## config.mk

```make
export PLATFORM = sky130hd
export DESIGN_NAME = if_fetch_stage
export DESIGN_NICKNAME = d
export VERILOG_FILES = /design/src/rtl/if_pkg.sv /design/src/rtl/ifid_pipe_reg.sv /design/src/rtl/if_fetch_stage.sv
export SDC_FILE = /design/constraint.sdc
export NUM_CORES = 1
export LEC_CHECK = 0
export CAP_MARGIN = 25
export CORE_MARGIN = 4
export CORE_UTILIZATION = 51
export CTS_CLUSTER_SIZE = 12
export DETAILED_ROUTE_END_ITERATION = 12
export PLACE_DENSITY_LB_ADDON = 0.12
export SYNTH_ARGS = -nofsm -noshare
export SYNTH_HDL_FRONTEND = slang
export SYNTH_SLANG_ARGS = --single-unit
```

## constraint.sdc

```tcl
create_clock -name clk_i -period 8.2 [get_ports clk_i]
set_input_delay 2.05 -clock clk_i [delete_from_list [all_inputs] [get_ports clk_i]]
set_output_delay 2.05 -clock clk_i [all_outputs]
set_load 0.02 [all_outputs]
```

## src/rtl/if_pkg.sv

```systemverilog
// ---------------------------------------------------------------------------
// if_pkg: shared definitions for the instruction-fetch stage.
//   INSTR_W        instruction word width
//   NOP_INSTR      encoding placed in IF/ID for a bubble
//   fetch_state_e  fetch controller states
//     S_REQ   request outstanding at PC
//     S_HOLD  fetched word buffered, IF/ID stalled, no request
//     S_DROP  wrong-path request outstanding, its response is discarded
// ---------------------------------------------------------------------------
package if_pkg;

    localparam int unsigned INSTR_W = 32;

    localparam logic [INSTR_W-1:0] NOP_INSTR = 32'h0000_0000;

    typedef enum logic [1:0] {
        S_REQ  = 2'd0,
        S_HOLD = 2'd1,
        S_DROP = 2'd2
    } fetch_state_e;

endpackage

```

## src/rtl/ifid_pipe_reg.sv

```systemverilog
// ---------------------------------------------------------------------------
// ifid_pipe_reg: IF/ID pipeline register (pc4, instr, valid).
//   clk_i     clock, rising edge
//   rst_i     asynchronous active-high reset, clears all fields
//   flush     squash to bubble; pc4 is left untouched (highest priority)
//   write     load pc4_in / instr_in and mark valid
//   bubble    insert a bubble (instr NOP, valid 0) when nothing is loaded
//   pc4_in    PC+4 of the incoming instruction
//   instr_in  incoming instruction word
//   pc4       registered PC+4
//   instr     registered instruction (NOP when bubble)
//   valid     register holds a real instruction
// ---------------------------------------------------------------------------
module ifid_pipe_reg
    import if_pkg::*;
(
    input  logic               clk_i,
    input  logic               rst_i,
    input  logic               flush,
    input  logic               write,
    input  logic               bubble,
    input  logic [31:0]        pc4_in,
    input  logic [INSTR_W-1:0] instr_in,
    output logic [31:0]        pc4,
    output logic [INSTR_W-1:0] instr,
    output logic               valid
);

    always_ff @(posedge clk_i or posedge rst_i) begin
        if (rst_i) begin
            pc4   <= 32'h0;
            instr <= NOP_INSTR;
            valid <= 1'b0;
        end else if (flush) begin
            instr <= NOP_INSTR;
            valid <= 1'b0;
        end else if (write) begin
            pc4   <= pc4_in;
            instr <= instr_in;
            valid <= 1'b1;
        end else if (bubble) begin
            instr <= NOP_INSTR;
            valid <= 1'b0;
        end
    end

endmodule

```

## src/rtl/if_fetch_stage.sv

```systemverilog
// ---------------------------------------------------------------------------
// if_fetch_stage: instruction-fetch stage of the 5-stage MIPS pipeline.
// Owns the PC, drives a single-outstanding req/ack port to instruction
// memory, buffers one fetched word while IF/ID is stalled and feeds IF/ID.
//   RESET_PC           PC value loaded on reset
//   clk_i, rst_i       clock; asynchronous active-high reset
//   PCWrite            hazard unit: permits PC update
//   ifid_Write         hazard unit: permits IF/ID load
//   if_flush           hazard unit: squash IF/ID to a bubble
//   mem_branch_taken   MEM-stage branch resolved taken
//   mem_branch_target  redirect address
//   imem_req/addr      fetch request and address
//   imem_ack/rdata     memory response for the outstanding request
//   ifid_pc4/instr/valid  IF/ID register contents
//   if_busy            request outstanding with no data yet
// ---------------------------------------------------------------------------
module if_fetch_stage
    import if_pkg::*;
#(
    parameter logic [31:0] RESET_PC = 32'h0000_0000
) (
    input  logic               clk_i,
    input  logic               rst_i,
    input  logic               PCWrite,
    input  logic               ifid_Write,
    input  logic               if_flush,
    input  logic               mem_branch_taken,
    input  logic [31:0]        mem_branch_target,
    output logic               imem_req,
    output logic [31:0]        imem_addr,
    input  logic               imem_ack,
    input  logic [INSTR_W-1:0] imem_rdata,
    output logic [31:0]        ifid_pc4,
    output logic [INSTR_W-1:0] ifid_instr,
    output logic               ifid_valid,
    output logic               if_busy
);

    fetch_state_e       state_q;
    logic [31:0]        pc_q;
    logic [31:0]        drop_addr_q;
    logic [INSTR_W-1:0] buf_q;

    logic               avail;
    logic               load;
    logic               redirect;
    logic               bubble;
    logic [INSTR_W-1:0] src_instr;
    logic [31:0]        pc_plus4;

    always_comb begin
        pc_plus4  = pc_q + 32'd4;
        avail     = ((state_q == S_REQ) && imem_ack) || (state_q == S_HOLD);
        src_instr = (state_q == S_HOLD) ? buf_q : imem_rdata;
        load      = avail && ifid_Write && !if_flush && !mem_branch_taken;
        // A taken branch is only acted on when the PC may be written.
        redirect  = mem_branch_taken && PCWrite;
        bubble    = ifid_Write && !avail;
    end

    // Request is gated by reset so nothing is issued while rst_i is held.
    assign imem_req  = !rst_i && ((state_q == S_REQ) || (state_q == S_DROP));
    // While dropping, keep presenting the squashed address until its ack.
    assign imem_addr = (state_q == S_DROP) ? drop_addr_q : pc_q;
    assign if_busy   = imem_req && !imem_ack;

    always_ff @(posedge clk_i or posedge rst_i) begin
        if (rst_i) begin
            state_q     <= S_REQ;
            pc_q        <= RESET_PC;
            drop_addr_q <= RESET_PC;
            buf_q       <= NOP_INSTR;
        end else begin
            if (PCWrite) begin
                if (mem_branch_taken) begin
                    pc_q <= mem_branch_target;
                end else if (load) begin
                    pc_q <= pc_plus4;
                end
            end

            unique case (state_q)
                S_REQ: begin
                    if (redirect) begin
                        // Without an ack the old request is still in flight;
                        // its response must be swallowed.
                        if (!imem_ack) begin
                            state_q     <= S_DROP;
                            drop_addr_q <= pc_q;
                        end
                    end else if (imem_ack && !load) begin
                        state_q <= S_HOLD;
                        buf_q   <= imem_rdata;
                    end
                end
                S_HOLD: begin
                    if (redirect) begin
                        state_q <= S_REQ;
                        buf_q   <= NOP_INSTR;
                    end else if (load) begin
                        state_q <= S_REQ;
                    end
                end
                S_DROP: begin
                    // A further redirect only moves the PC; the stale request
                    // is still outstanding, so stay here until its ack.
                    if (imem_ack) begin
                        state_q <= S_REQ;
                    end
                end
                default: begin
                    state_q <= S_REQ;
                end
            endcase
        end
    end

    ifid_pipe_reg u_ifid_pipe_reg (
        .clk_i    (clk_i),
        .rst_i    (rst_i),
        .flush    (if_flush),
        .write    (load),
        .bubble   (bubble),
        .pc4_in   (pc_plus4),
        .instr_in (src_instr),
        .pc4      (ifid_pc4),
        .instr    (ifid_instr),
        .valid    (ifid_valid)
    );

endmodule

```

== Word-level counts from Yosys, hierarchy flattened ==
Index checks and enable logic that the tools add are counted.

* Word-level logic and storage cells: 66
* Bits of input ports: 71
* Output and inout bits: 99
* Flip-flop bits (word level): 163

* Mux-type cells: 21
* Add/subtract/negate cells: 1
* Reductions and logical operators: 26
* Bitwise operators: 2
* Equal/unequal tests: 9

{| class="wikitable"
|+ Operators by type and width
! kind !! number
|-
| 32-bit two-way mux || 10
|-
| 32-bit case mux with 2 select lines || 1
|-
| 32-bit by 3-bit adder with 32-bit output (second input constant) || 1
|-
| 2-bit two-way mux || 6
|-
| 1-bit logical AND || 9
|-
| 4-bit AND reduction || 2
|-
| 1-bit logical NOT || 6
|-
| 2-bit inequality test (second input constant) || 3
|-
| 3-bit inequality test (second input constant) || 2
|-
| 2-bit case mux with 3 select lines || 1
|-
| 2-bit AND reduction || 2
|-
| 2-bit nonzero test || 2
|-
| 1-bit two-way mux || 3
|-
| 3-bit by 2-bit inequality test with 1-bit output (second input constant) || 1
|-
| 3-bit AND reduction || 1
|-
| 3-bit nonzero test || 1
|-
| 2-bit by 1-bit == test with 1-bit output (second input constant) || 1
|-
| 2-bit == test (second input constant) || 1
|-
| 2-bit logical NOT || 1
|-
| 1-bit logical OR || 2
|-
| 2-bit by 1-bit inequality test with 1-bit output (second input constant) || 1
|-
| 1-bit inverter || 2
|}

== Logic depth before layout (Yosys ltp) ==
* Word-level depth: 11
* Depth in mapped cells: 8
* Gate-level depth less buffers: 6

== Cells and area by module ==
From an unflattened synthesis, not the netlist that was laid out.

* Cells, all modules: 777
* Area total of the unflattened synthesis: 8541.9 um2

{| class="wikitable"
|+ Modules (own cells, without submodules)
! module !! area each (um2) !! cells an instance !! instances
|-
| if_fetch_stage || 5764.3 || 559 || 1
|-
| ifid_pipe_reg || 2777.7 || 218 || 1
|}

== Worst setup path before layout ==
OpenSTA, ideal clock, no wires.

* Path type: input to output
* Start point: in imem_ack
* End point: out if_busy
* Arrival time: 2.535 ns
* Buffers on the path: 0
* Setup slack: 3.615 ns
* Cell stages on the path: 1
* Required time: 6.150 ns
* Path through: nor3_1

* Word-level cells in the longest chain between the ends: 2

{| class="wikitable"
|+ RTL lines
! element !! RTL line !! RTL
|-
| start, declared || if_fetch_stage.sv:31 || <nowiki>input logic imem_ack,</nowiki>
|-
| 1-bit logical NOT || -- ||
|-
| 1-bit logical AND || if_fetch_stage.sv:65 || <nowiki>assign if_busy = imem_req && !imem_ack;</nowiki>
|-
| end, declared || if_fetch_stage.sv:36 || <nowiki>output logic if_busy</nowiki>
|}

No other way between the ends.

== Worst setup path after layout ==
Same ends and word-level chain as after synthesis.

==> results.md <==
- The run finished with clean final reports.
- The net count after synthesis is 865.
- The area of the die is 17850 um^2.
- The total of hold buffers inserted after clock tree synthesis is 0.
- In this run the worst path has a maximum fanout of 5.
- The routed wire length is 21270 um.
- In this run the deepest clock path goes through 2 buffers.
- The post-CTS resize count is 0.
- The power density over the cells is roughly 260 nW/um^2.
- The net count of the finished layout is 993.
- The number of nets with antenna violations after routing is 0.
- The number of different library cells used by synthesis comes to 62.
- The level count of the clock H-tree is 4.
- The flip-flop and latch count after synthesis is 163.
- In the final layout, the share of cells above drive strength 1 is 0.1306.
- The final hold violation count came to 0.
- The basic-gate share of the synthesized area counting and, or, nand and nor cells is 0.1657.
- The setup clock skew after layout is just over 0.008 ns.
- The final clock period utilization by the worst path is 0.6725.
- The routed layout has 6535 vias.
- The utilization of the core after routing is 0.6826.
- The tree is rooted in a sky130_fd_sc_hd__clkbuf_16.
- The cell count after placement is between 1000 and 1500.
- Relative to the synthesized area, the layout overhead comes to 29.90%.
- The startpoint of the worst hold path is u_ifid_pipe_reg.pc4[17].
- The highest ir drop seen on vdd is 0.1760 mV.
- The worst setup path is of the input port to output pin kind.
- The largest stage delay on the critical path is 0.63 ns.
- The core region is 15310 um^2.
- Clock-pin slew was measured on the worst setup and hold paths at 0.06 ns.
- Summing all placed instances gives a cell area of 9861 um^2.
- The violation count after the first detailed-routing iteration is 571.
- The kind of end point of the critical path is an output pin.
- The proportion of synthesized area in mux cells is 0.1275.
- Data on the critical path is required at its endpoint by 6.15 ns.
- The number of global-route vias before repair is just under 7000.
- Clock latency on the worst-skew pair, taken at its later pin, is 0.42 ns.
- The number of vias per cell after detailed routing is 5.707.
- The startpoint class of the critical path is an input port.
- The finished cells cover 10450 um^2.
- The leftover overflow at the end of global routing is 0.
- Yosys printed 0 warnings.
- The count of fill cells added during filler insertion is 1172.
- The most frequent cell on the critical path is sky130_fd_sc_hd__clkdlybuf4s50_1.
- Of the total synthesized cell area, the portion taken by XOR and XNOR cells is 0.02830.
- For this design the static power due to leakage is between 4 and 5 nW.
- Counting flops with a built-in enable in the synthesized netlist gives 0.
- The worst slew slack as a fraction of its limit is 0.2789.
- Counting flops with an async set or reset pin after synthesis yields a share of 1.000.
- In the layout the commonest cells are sky130_fd_sc_hd__clkdlybuf4s50_1 (168), sky130_fd_sc_hd__dfrtp_1 (163), sky130_fd_sc_hd__nand2_1 (131), sky130_fd_sc_hd__o21ai_0 (60), sky130_fd_sc_hd__mux2_2 (58).
- The pin slew with the least headroom to its limit is about 1.1 ns.
- The first-pass GRT wire length is 34800 um.
- The wire-length estimate of the detail-placed layout is around 14000 um.
- In the synthesized netlist, the number of instances is 793.
- Together, buffers and inverters on the worst path number 2.
- The critical path starts at imem_ack.
- The path category of the worst min-delay check is flop to flop.
- The number of antenna violations at the first check in global routing is 0.
- In this run the count of I/O pins placed on the die edge is 170.
- The most frequently used flop master after synthesis is sky130_fd_sc_hd__dfrtp_1.
- The arrival time reported for the critical path endpoint is about 3.5 ns.
- The worst flop-to-flop path startpoint is state_q[0].
- The fmax is 181.3 MHz.
- The initial core utilization is 0.5255.
- The vertical extent of the die is 133.6 um.
- The number of max-slew violations in the final report is 0.
- Setup repair after global routing left no endpoint under its margin.
- The row count is 45.
- The average cell area after synthesis is 10.15 um^2.
- Broken down by cell family, the worst path's largest delay share belongs to buffers and inverters.
- Across every metal layer, demand over resource in global routing totals 0.2414.
- The final total negative setup slack is 0 ns.
- TritonCTS built the clock tree.
- Setup violations remaining at the end of the flow were counted as 0.
- The cell area that synthesis handed to floorplanning was about 8000 um^2.
- The share of the synthesized area in compound gates (AO/OA/AOI/OAI) is 0.1280.
- The completed layout was analyzed and its total power is 2.681 mW.
- The number of remaining DRC errors is 0.
- The leading cell type in the layout, fill and taps excluded is sky130_fd_sc_hd__clkdlybuf4s50_1.
- The main combinational cell family by area after synthesis is simple AND/OR/NAND/NOR gates.
- The clock sink total is 163.
- The maximum number of pins on one net before global-route repair is just over 100.
- The quantity of I/O buffers inserted on ports is about 170.
- The first detailed-routing pass ran for 5 iterations.
- The sequential fraction of the synthesis area is 0.5068.
- The critical path goes through clkdlybuf4s50_1, nor3_1, clkdlybuf4s50_1.
- Max-cap violations in this run came to 0.
- The clock period minus final worst setup slack is 5.515 ns.
- Routability-driven placement finished with a final weighted congestion of 0.8011.
- The library cell contributing the largest single delay on the critical path is sky130_fd_sc_hd__clkdlybuf4s50_1.
- The repair_antennas step left the layout with diodes totalling 0.
- From left edge to right edge, the die measures 133.6 um.
- In this run, CTS created clock tree buffers numbering 17.
- The finished layout holds 1145 standard cells, fillers aside.
- The adder and majority cell fraction of the synthesized area is 0.001555.
- After detailed routing, the average wire length per cell comes to between 15 and 20 um.
- Once the clock tree was built, the setup fixing pass inserted 0 buffers.
[final timing paths]
path,slack (ns),cells past startpoint,endpoint
worst max-delay path,2.69,3,if_busy
worst min-delay path,0.48,2,u_ifid_pipe_reg.pc4[17]
worst max register to register,5.50,5,u_ifid_pipe_reg.pc4[28]
worst min register to register,0.48,2,u_ifid_pipe_reg.pc4[17]
max in group asynchronous,4.57,3,u_ifid_pipe_reg.pc4[29]
min in group asynchronous,2.26,2,drop_addr_q[2]
[sequential cells by signal, summed over array words and instances (netlist names)]
name                   cells
buf_q                     32
drop_addr_q               32
pc_q                      32
u_ifid_pipe_reg.instr     32
u_ifid_pipe_reg.pc4       32
state_q                    2
u_ifid_pipe_reg.valid      1
[area by class of cell]
class | instances | area [um^2] | area share
Timing Repair Buffer | 180 | 1817 | 0.1738
Clock inverter | 14 | 153.9 | 0.01472
Multi-Input combinational cell | 550 | 3662 | 0.3503
Sequential cell | 163 | 4079 | 0.3902
Inverter | 9 | 38.79 | 0.003710
Clock buffer | 18 | 439.2 | 0.04201
Tap cell | 211 | 264.0 | 0.02525
[cells in the mapped netlist (all sizes together), types with 4 or more instances]
library cell  count  area share
a2bb2oi           6      0.0065
nor3             13      0.0087
mux2i            35       0.044
inv               9      0.0042
and3             11      0.0093
o21ai            62       0.039
nand2           131       0.061
a22oi             6      0.0056
o21a              4      0.0037
xnor2            19       0.021
o22ai             4      0.0031
nor2             30       0.014
a21oi            13      0.0081
and4              5      0.0058
nand4            16       0.017
mux2             60       0.084
o2bb2ai          35       0.038
clkbuf           41       0.020
dfrtp           163        0.51
nand3            46       0.029
a31oi             6      0.0047
xor2              7      0.0076
buf              30       0.018
nor4              7      0.0081
[worst min-delay path: cells and delay by family (launching register included)]
kind,cells,cell delay (ns)
AOI/OAI and AO/OA,1,0.06
DFF,1,0.34
and+or+nand+nor,1,0.04
[cells by family (layout without fill, tap and decap cells)]
logic type | count (synthesis) | count (layout)
simple gates | 274 | 274
flops | 163 | 163
compound gates | 154 | 154
mux | 95 | 95
buf+inv | 80 | 221
xor+xnor | 26 | 26
fa+ha+maj | 1 | 1
[stage by stage]
| stage | hold slack (ns) | worst slack, ns |
|---|---|---|
| final | 0.4827 | 2.685 |
| after global routing | 0.4993 | 2.620 |
| after CTS | 0.4846 | 2.691 |
| after detailed placement | 0.4624 | 2.710 |
| after global placement | 0.4605 | 2.701 |
| after floorplan | 0.4522 | 1.745 |
[power breakdown]
part / internal, mW / switching, mW / total (mW)
registers: 0.990 / 0.150 / 1.14
clock network: 0.459 / 0.340 / 0.799
logic: 0.371 / 0.371 / 0.742
[metal layers]
layer	GRT usage	vias up	wire length, um
li1	-	3073	-
met1	0.3222	3188	9149
met2	0.3925	240	10260
met3	0.06118	34	1513
met4	0.07086	0	351
met5	0	-	0
(Power assumes the default switching activity.)
